$ cat config.mk
export PLATFORM = sky130hd
export DESIGN_NAME = sha256_nonce_sweeper
export DESIGN_NICKNAME = d
export VERILOG_FILES = /design/src/rtl/sha256_nonce_sweeper.sv
export SDC_FILE = /design/constraint.sdc
export NUM_CORES = 1
export LEC_CHECK = 0
export BUFFER_PORTS_ARGS = -buffer_cell sky130_fd_sc_hd__buf_2
export CAP_MARGIN = 40
export CORE_MARGIN = 5
export CORE_UTILIZATION = 55
export CTS_CLUSTER_DIAMETER = 80
export DETAILED_ROUTE_END_ITERATION = 10
export GPL_ROUTABILITY_DRIVEN = 0
export PLACE_DENSITY = 0.81
export SLEW_MARGIN = 10
export SYNTH_ARGS = -nofsm -noshare
export SYNTH_HDL_FRONTEND = slang
export SYNTH_SLANG_ARGS = --single-unit
$ cat constraint.sdc
create_clock -name clk -period 38.4 [get_ports clk]
set_input_delay 7.68 -clock clk [delete_from_list [all_inputs] [get_ports clk]]
set_output_delay 7.68 -clock clk [all_outputs]
set_load 0.05 [all_outputs]
$ cat src/rtl/sha256_nonce_sweeper.sv
`default_nettype none
// +--------------------------------------------------------------------------+
// | sha256_nonce_sweeper: walks a nonce range through simplified_sha256 and  |
// | stops on the first hash strictly below a 256-bit target. Rev 1.0         |
// +--------------------------------------------------------------------------+
module sha256_nonce_sweeper #(
  parameter int NUM_OF_WORDS = 20,
  parameter int NONCE_WORD   = 19
) (
  input  logic         clk,
  input  logic         reset,
  input  logic         start,
  input  logic [15:0]  message_addr,
  input  logic [15:0]  output_addr,
  input  logic [31:0]  nonce_start,
  input  logic [31:0]  nonce_count,
  input  logic [255:0] target,
  output logic         busy,
  output logic         done,
  output logic         found,
  output logic [31:0]  found_nonce,
  output logic [31:0]  nonces_tried,
  output logic         hash_start,
  input  logic         hash_done,
  output logic         mem_owner,
  output logic         mem_we,
  output logic [15:0]  mem_addr,
  output logic [31:0]  mem_write_data,
  input  logic [31:0]  mem_read_data
);

  // The offset is folded into the message so a bad parameter cannot address past it.
  localparam logic [15:0] NONCE_OFS = 16'(NONCE_WORD % NUM_OF_WORDS);

  localparam logic [3:0] S_IDLE      = 4'd0;
  localparam logic [3:0] S_WR_NONCE  = 4'd1;
  localparam logic [3:0] S_KICK      = 4'd2;
  localparam logic [3:0] S_WAIT_BUSY = 4'd3;
  localparam logic [3:0] S_WAIT_DONE = 4'd4;
  localparam logic [3:0] S_RD_ADDR   = 4'd5;
  localparam logic [3:0] S_RD_WAIT   = 4'd6;
  localparam logic [3:0] S_RD_CMP    = 4'd7;
  localparam logic [3:0] S_EVAL      = 4'd8;
  localparam logic [3:0] S_FINISH    = 4'd9;

  logic [3:0]   state_q, state_d;
  logic         busy_q, busy_d, done_q, done_d, found_q, found_d;
  logic [31:0]  found_nonce_q, found_nonce_d, nonces_tried_q, nonces_tried_d;
  logic         hash_start_q, hash_start_d, mem_owner_q, mem_owner_d, mem_we_q, mem_we_d;
  logic [15:0]  mem_addr_q, mem_addr_d;
  logic [31:0]  mem_write_data_q, mem_write_data_d;
  logic [31:0]  cur_q, cur_d, rem_q, rem_d;
  logic [255:0] tgt_q, tgt_d;
  logic [15:0]  nonce_addr_q, nonce_addr_d, out_addr_q, out_addr_d;
  logic [2:0]   idx_q, idx_d;
  logic         decided_q, decided_d, lt_q, lt_d;
  logic [31:0]  tgt_word;

  assign tgt_word = tgt_q[{3'd7 - idx_q, 5'd0} +: 32];

  always_comb begin
    state_d          = state_q;
    busy_d           = busy_q;
    done_d           = 1'b0;
    found_d          = found_q;
    found_nonce_d    = found_nonce_q;
    nonces_tried_d   = nonces_tried_q;
    hash_start_d     = 1'b0;
    mem_owner_d      = mem_owner_q;
    mem_we_d         = 1'b0;
    mem_addr_d       = mem_addr_q;
    mem_write_data_d = mem_write_data_q;
    cur_d            = cur_q;
    rem_d            = rem_q;
    tgt_d            = tgt_q;
    nonce_addr_d     = nonce_addr_q;
    out_addr_d       = out_addr_q;
    idx_d            = idx_q;
    decided_d        = decided_q;
    lt_d             = lt_q;
    case (state_q)
      S_IDLE: begin
        // busy_q is still high in the cycle done is visible, so that start is not taken
        busy_d = 1'b0;
        if (start && !busy_q) begin
          busy_d         = 1'b1;
          found_d        = 1'b0;
          found_nonce_d  = 32'd0;
          nonces_tried_d = 32'd0;
          cur_d          = nonce_start;
          rem_d          = nonce_count;
          tgt_d          = target;
          nonce_addr_d   = message_addr + NONCE_OFS;
          out_addr_d     = output_addr;
          state_d        = (nonce_count == 32'd0) ? S_FINISH : S_WR_NONCE;
        end
      end
      S_WR_NONCE: begin
        mem_we_d         = 1'b1;
        mem_addr_d       = nonce_addr_q;
        mem_write_data_d = cur_q;
        state_d          = S_KICK;
      end
      S_KICK: begin
        hash_start_d = 1'b1;
        mem_owner_d  = 1'b1;
        state_d      = S_WAIT_BUSY;
      end
      S_WAIT_BUSY: begin
        if (!hash_done) state_d = S_WAIT_DONE;
      end
      S_WAIT_DONE: begin
        if (hash_done) begin
          mem_owner_d = 1'b0;
          idx_d       = 3'd0;
          decided_d   = 1'b0;
          lt_d        = 1'b0;
          state_d     = S_RD_ADDR;
        end
      end
      S_RD_ADDR: begin
        mem_addr_d = out_addr_q + {13'd0, idx_q};
        state_d    = S_RD_WAIT;
      end
      S_RD_WAIT: state_d = S_RD_CMP;
      S_RD_CMP: begin
        if (!decided_q && (mem_read_data != tgt_word)) begin
          decided_d = 1'b1;
          lt_d      = (mem_read_data < tgt_word);
        end
        if (idx_q == 3'd7) begin
          state_d = S_EVAL;
        end else begin
          idx_d   = idx_q + 3'd1;
          state_d = S_RD_ADDR;
        end
      end
      S_EVAL: begin
        nonces_tried_d = nonces_tried_q + 32'd1;
        if (lt_q) begin
          found_d       = 1'b1;
          found_nonce_d = cur_q;
          state_d       = S_FINISH;
        end else begin
          rem_d = rem_q - 32'd1;
          if (rem_q == 32'd1) begin
            state_d = S_FINISH;
          end else begin
            cur_d   = cur_q + 32'd1;
            state_d = S_WR_NONCE;
          end
        end
      end
      S_FINISH: begin
        done_d  = 1'b1;
        state_d = S_IDLE;
      end
      default: state_d = S_IDLE;
    endcase
  end

  always_ff @(posedge clk or posedge reset) begin
    if (reset) begin
      state_q          <= S_IDLE;
      busy_q           <= 1'b0;
      done_q           <= 1'b0;
      found_q          <= 1'b0;
      found_nonce_q    <= 32'd0;
      nonces_tried_q   <= 32'd0;
      hash_start_q     <= 1'b0;
      mem_owner_q      <= 1'b0;
      mem_we_q         <= 1'b0;
      mem_addr_q       <= 16'd0;
      mem_write_data_q <= 32'd0;
      cur_q            <= 32'd0;
      rem_q            <= 32'd0;
      tgt_q            <= 256'd0;
      nonce_addr_q     <= 16'd0;
      out_addr_q       <= 16'd0;
      idx_q            <= 3'd0;
      decided_q        <= 1'b0;
      lt_q             <= 1'b0;
    end else begin
      state_q          <= state_d;
      busy_q           <= busy_d;
      done_q           <= done_d;
      found_q          <= found_d;
      found_nonce_q    <= found_nonce_d;
      nonces_tried_q   <= nonces_tried_d;
      hash_start_q     <= hash_start_d;
      mem_owner_q      <= mem_owner_d;
      mem_we_q         <= mem_we_d;
      mem_addr_q       <= mem_addr_d;
      mem_write_data_q <= mem_write_data_d;
      cur_q            <= cur_d;
      rem_q            <= rem_d;
      tgt_q            <= tgt_d;
      nonce_addr_q     <= nonce_addr_d;
      out_addr_q       <= out_addr_d;
      idx_q            <= idx_d;
      decided_q        <= decided_d;
      lt_q             <= lt_d;
    end
  end

  assign busy           = busy_q;
  assign done           = done_q;
  assign found          = found_q;
  assign found_nonce    = found_nonce_q;
  assign nonces_tried   = nonces_tried_q;
  assign hash_start     = hash_start_q;
  assign mem_owner      = mem_owner_q;
  assign mem_we         = mem_we_q;
  assign mem_addr       = mem_addr_q;
  assign mem_write_data = mem_write_data_q;

endmodule
`default_nettype wire

Word level (Yosys, flattened, before mapping)
Index checks and enable logic that the tools add are counted.
W data, S select, Z words.
Storage, ports and cells
  flip-flop bits (word level): 479
  input bits: 388
  output and inout port bits: 118
Operators by class
  add/subtract/negate cells: 7
  order comparisons: 1
  equal/unequal tests: 20
  shift-type cells: 1
  muxes and demuxes: 36
  reductions and logical operators: 19
Operators with widths (number)
  $pmux W32 S2: 4
  $shiftx A256 B9 Y32: 1
  $mux W32: 7
  $add A32 B1 Y32 const B: 2
  $pmux W4 S9: 1
  $eq A32 B1 Y1 const B: 1
  $logic_not A32 Y1: 1
  $lt A32 B32 Y1: 1
  $ne A32 B32 Y1: 1
  $pmux W16 S2: 1
  $sub A32 B1 Y32 const B: 1
  $mux W4: 7
  $add A16 B3 Y16: 1
  $add A16 B5 Y16 const B: 1
  $eq A4 B3 Y1 const B: 4
  $ne A2 B2 Y1 const B: 8
  $reduce_and A3 Y1: 5
  $mux W1: 9
  $eq A4 B2 Y1 const B: 2
  $eq A4 B4 Y1 const B: 2
  $pmux W1 S2: 4
  $reduce_bool A2 Y1: 4
  $mux W3: 2
  $pmux W3 S2: 1
  9 further kinds: 13

Logic depth before layout (Yosys ltp)
  depth in word-level cells: 6
  mapped depth: 11
  gate-level depth less buffers: 9

Worst setup path before layout
OpenSTA, ideal clock, no wires.
  kind: input-to-reg
  from: in mem_read_data[30]
  to: reg lt_q
  library setup time: 121 ps
  arrival: 9000 ps
  slack: 29279 ps
  cell stages on the path: 7
  path through: ha_1 nand4_1 nor4_1 a211oi_1 a31oi_1 nor4b_1 a22o_1
On the way
  word-level cells in the longest chain between the ends: 4
  elaborated cells between the ends (all ways): 7
  those cells by class: order compare: 1; eq/ne: 2; mux: 2; reduce/logical: 2
Ends and longest elaborated chain
  start, declared: line 29  | input logic [31:0] mem_read_data
  parallel branches: the longest is 4 deep, another holds $lt A32 B32 Y1
  end signal, assigned: line 202  | lt_q <= lt_d;
  end, declared: line 56  | logic decided_q, decided_d, lt_q, lt_d;
Several ways; the timed one is not identified. The select of a mux whose other input is x is not followed.
A chain may end at the register's enable or synchronous reset.

Worst setup path in the final report
  from: in start
  to: reg rem_q[20]
On the way
  word-level cells in the longest chain between the ends: 3
Ends and longest elaborated chain
  start, declared: line 12  | input logic start,
  $logic_and A1 B1 Y1: line 85  | if (start && !busy_q) begin
  $ne A2 B2 Y1 (no source line)
  $reduce_and A3 Y1 (no source line)
  end signal, assigned: line 196  | rem_q <= rem_d;
  end, declared: line 52  | logic [31:0] cur_q, cur_d, rem_q, rem_d;
Every way passes these cells.

==> impl_metrics.env <==
export IMPL_place_ws_ps=28270
export IMPL_ctsHoldBuffers=0
export IMPL_avgSynthCellArea_um2=9.48
export IMPL_clockBufferDepth=3
export IMPL_tns_ps=0
export IMPL_drt_pass1_iter_count=6
export IMPL_synth_top_area_cell="dfrtp_1"
export IMPL_fin_ws_ps=28880
export IMPL_endpoint_kind="register"
export IMPL_r2r_setup_slack_ps=34310
export IMPL_fillers=3181
export IMPL_ys_seq_area_share_pct=51.8
export IMPL_synth_top_area_share_pct=51.8
export IMPL_grt_overflow=0
export IMPL_critPathSlowestCell="buf_4"
export IMPL_reg2reg_depth=11
export IMPL_vias_per_cell=5.85
export IMPL_tritoncts="yes"
export IMPL_ys_ff_latch=479
export IMPL_clock_latency_ps=590
export IMPL_grt_pass1_vias=20500
export IMPL_period_minus_slack_ps=9520
export IMPL_rsz0062_at_grt="false"
export IMPL_h_tree_depth=2
export IMPL_vias=20300
export IMPL_fin_skew_ps=20.0
export IMPL_port_buffers=505
export IMPL_netSwitchingPower_w=0.000881
export IMPL_wl_um=70000
export IMPL_drive_above_1_share_pct=25.1
export IMPL_hold_path_class="register to register"
export IMPL_ant_nets=0
export IMPL_r2r_start="idx_q[0]"
export IMPL_hold_path_end="tgt_q[204]"
export IMPL_synth_cell_type_count=71
export IMPL_hold_start="tgt_q[204]"
export IMPL_cp_top_family="buffers and inverters"
export IMPL_pwr_share_clk_pct=22.9
export IMPL_swShare_pct=39.2
export IMPL_start_util_pct=55.4
export IMPL_rows=75
export IMPL_cp_max_fo=73
export IMPL_drtIter0Drc=2088
export IMPL_post_route_drc_count=0
export IMPL_worstSetupPathType="input port to register"
export IMPL_dieArea_mm2=0.0462
export IMPL_layout_nets=3307
export IMPL_p_leak_nw=13.9
export IMPL_setup_viol=0
export IMPL_antenna_found_initial=37
export IMPL_io_pins=506
export IMPL_netlist_area_mm2=0.0231
export IMPL_dpl_hpwl_um=50200
export IMPL_crit_arrival_ps=9970
export IMPL_cts_resized_gates=0
export IMPL_powerDensity_mw_per_mm2=80.4
export IMPL_cts_buffers=50
export IMPL_worstMarginPinSlew_ps=1100
export IMPL_die_w_um=215
export IMPL_yosysWarnings=0
export IMPL_grt_pass1_wl_um=110000
export IMPL_period_share_pct=24.8
export IMPL_grt_max_degree=244
export IMPL_cp_data_required_time_ps=38850
export IMPL_post_route_util_pct=66.9
export IMPL_area_growth_pct=20.9
export IMPL_status="completed"
export IMPL_cts_sinks=479
export IMPL_syn_num_nets=2870
export IMPL_cp_slowest_stage_delay_ps=690
export IMPL_r2r_end="lt_q"
export IMPL_core_mm2=0.0418
export IMPL_synth_ff_type="dfrtp_1"
export IMPL_hold_violations=0
export IMPL_final_cell_mix="944 x nand2_1, 505 x buf_2, 476 x dfrtp_1"
export IMPL_dp_cells=3363
export IMPL_ys_top_cells_by_area="dfrtp_1 52%, nand2_1 15%, mux4_2 6.2%, ha_1 2.3%, a21oi_1 2.2%"
export IMPL_irDropWorstVdd_uv=49.1
export IMPL_detail_route_wl_per_cell_um=20.1
export IMPL_pwr_share_comb_pct=36.4
export IMPL_synthesis_instances=2439
export IMPL_maxSlewHeadroom_pct=26.8
export IMPL_ys_async_sr_fraction_pct=100
export IMPL_grt_usage_pct=29.6
export IMPL_max_freq_ghz=0.105
export IMPL_crit_top_cell="buf_4"
export IMPL_p_int_w=0.00137
export IMPL_path_clk_slew_ps=60
export IMPL_power_frac_seq_pct=40.7
export IMPL_synth_edf_count=0
export IMPL_fin_cells=3476
export IMPL_cp_start_kind="input port"
export IMPL_drv_cap=0
export IMPL_cp_cell_sequence="buf_2 -> nand2b_1 -> nand2b_4 -> buf_4 -> o21ai_1 -> buf_4 -> o21ai_0 -> nor2b_1 -> a21oi_1"
export IMPL_root_buffer="clkbuf_16"
export IMPL_cts_setup_buffers=0
export IMPL_critical_path_buf_inv_count=3
export IMPL_drv_slew=0
export IMPL_final_common_cell="nand2_1"
export IMPL_hold_depth=2
export IMPL_die_height_um=215
==> registers in the layout, indices dropped and copies added (netlist names), 3 cells and up <==
signal / flops
mem_addr: 16
out_addr_q: 16
found_nonce: 32
rem_q: 32
tgt_q: 256
cur_q: 32
idx_q: 3
mem_write_data: 32
state_q: 4
nonce_addr_q: 16
nonces_tried: 32
==> area by class of cell <==
cell class | count | area [µm²] | share of cell area [%]
diodes | 21 | 52.6 | 0.188
clock buffers | 78 | 1590 | 5.69
clock inverters | 14 | 179 | 0.640
inverters | 18 | 75.1 | 0.269
multi-input cells | 1796 | 10500 | 37.6
flip-flops and latches | 479 | 12000 | 42.9
well taps | 539 | 674 | 2.41
repair buffers | 531 | 2880 | 10.3
==> power by group through the flow <==
| stage | clock (W) | combinational, W | sequential, W |
|---|---|---|---|
| global route | 0.000544 | 0.000900 | 0.000942 |
| CTS | 0.000521 | 0.000829 | 0.000910 |
| finish | 0.000514 | 0.000819 | 0.000915 |
| detailed placement | 0 | 0.000822 | 0.000914 |
| global placement | 0 | 0.000786 | 0.000899 |
| floorplan | 0 | 0.000486 | 0.000979 |
==> worst reg2reg max path, delay by kind of cell, from the launching register on <==
family	cells	cell delay (ps)
AND/OR/NAND/NOR	3	950
AO/OA/AOI/OAI	3	660
flip-flops	1	830
adder cells (fa/ha/maj)	1	170
buffers and inverters	2	540
multiplexers	2	830
==> cells in the mapped netlist (10+ instances only) <==
library cell  number
a21o_1            11
a21oi_1          101
a22o_1            35
and3_1            13
and4_1            13
clkbuf_1         127
dfrtp_1          479
ha_1              42
inv_1             18
mux2_2            34
mux2i_1           45
mux4_2            64
nand2_1          944
nand3_1           67
nand4_1           30
nor2_1            67
nor3_1            29
nor3b_1           16
nor4_1            21
o21ai_0           93
o22a_1            10
o22ai_1           12
xor2_1            21
==> per-layer routing <==
metal	wire, µm	track usage (%)	vias up
met5	270	0	-
met4	3750	15.1	38
met3	5890	8.25	209
met2	34000	48.7	887
met1	26100	36.0	9902
li1	-	-	9287
==> stage by stage <==
| stage | hold WS [ps] | total power, W | area [µm²] |
|---|---|---|---|
| after floorplan | 440 | 0.00147 | 23100 |
| after global placement | 452 | 0.00169 | 26000 |
| after detailed placement | 457 | 0.00174 | 26100 |
| after CTS | 472 | 0.00226 | 27900 |
| after global routing | 481 | 0.00239 | 27900 |
| final | 470 | 0.00225 | 28000 |
==> cells by family after synthesis <==
| group | count (synthesis) | synth area share (%) |
|---|---|---|
| flops | 479 | 51.8 |
| fa+ha+maj | 43 | 2.36 |
| simple gates | 1241 | 22.7 |
| compound gates | 342 | 9.43 |
| xor+xnor | 27 | 1.02 |
| mux | 143 | 9.84 |
| buf+inv | 164 | 2.81 |
==> worst max path at each step <==
| stage | cells after the start | start | slack (ps) | end |
|---|---|---|---|---|
| after floorplan | 1 | reset | 17360 | busy |
| after global placement | 5 | reset | 27460 | mem_addr[1] |
| after detailed placement | 6 | reset | 28270 | out_addr_q[7] |
| after CTS | 6 | reset | 28870 | nonces_tried[8] |
| after global routing | 6 | reset | 28560 | mem_addr[1] |
| final | 9 | start | 28880 | rem_q[20] |
No activity file was read; power rests on OpenSTA's default activity.
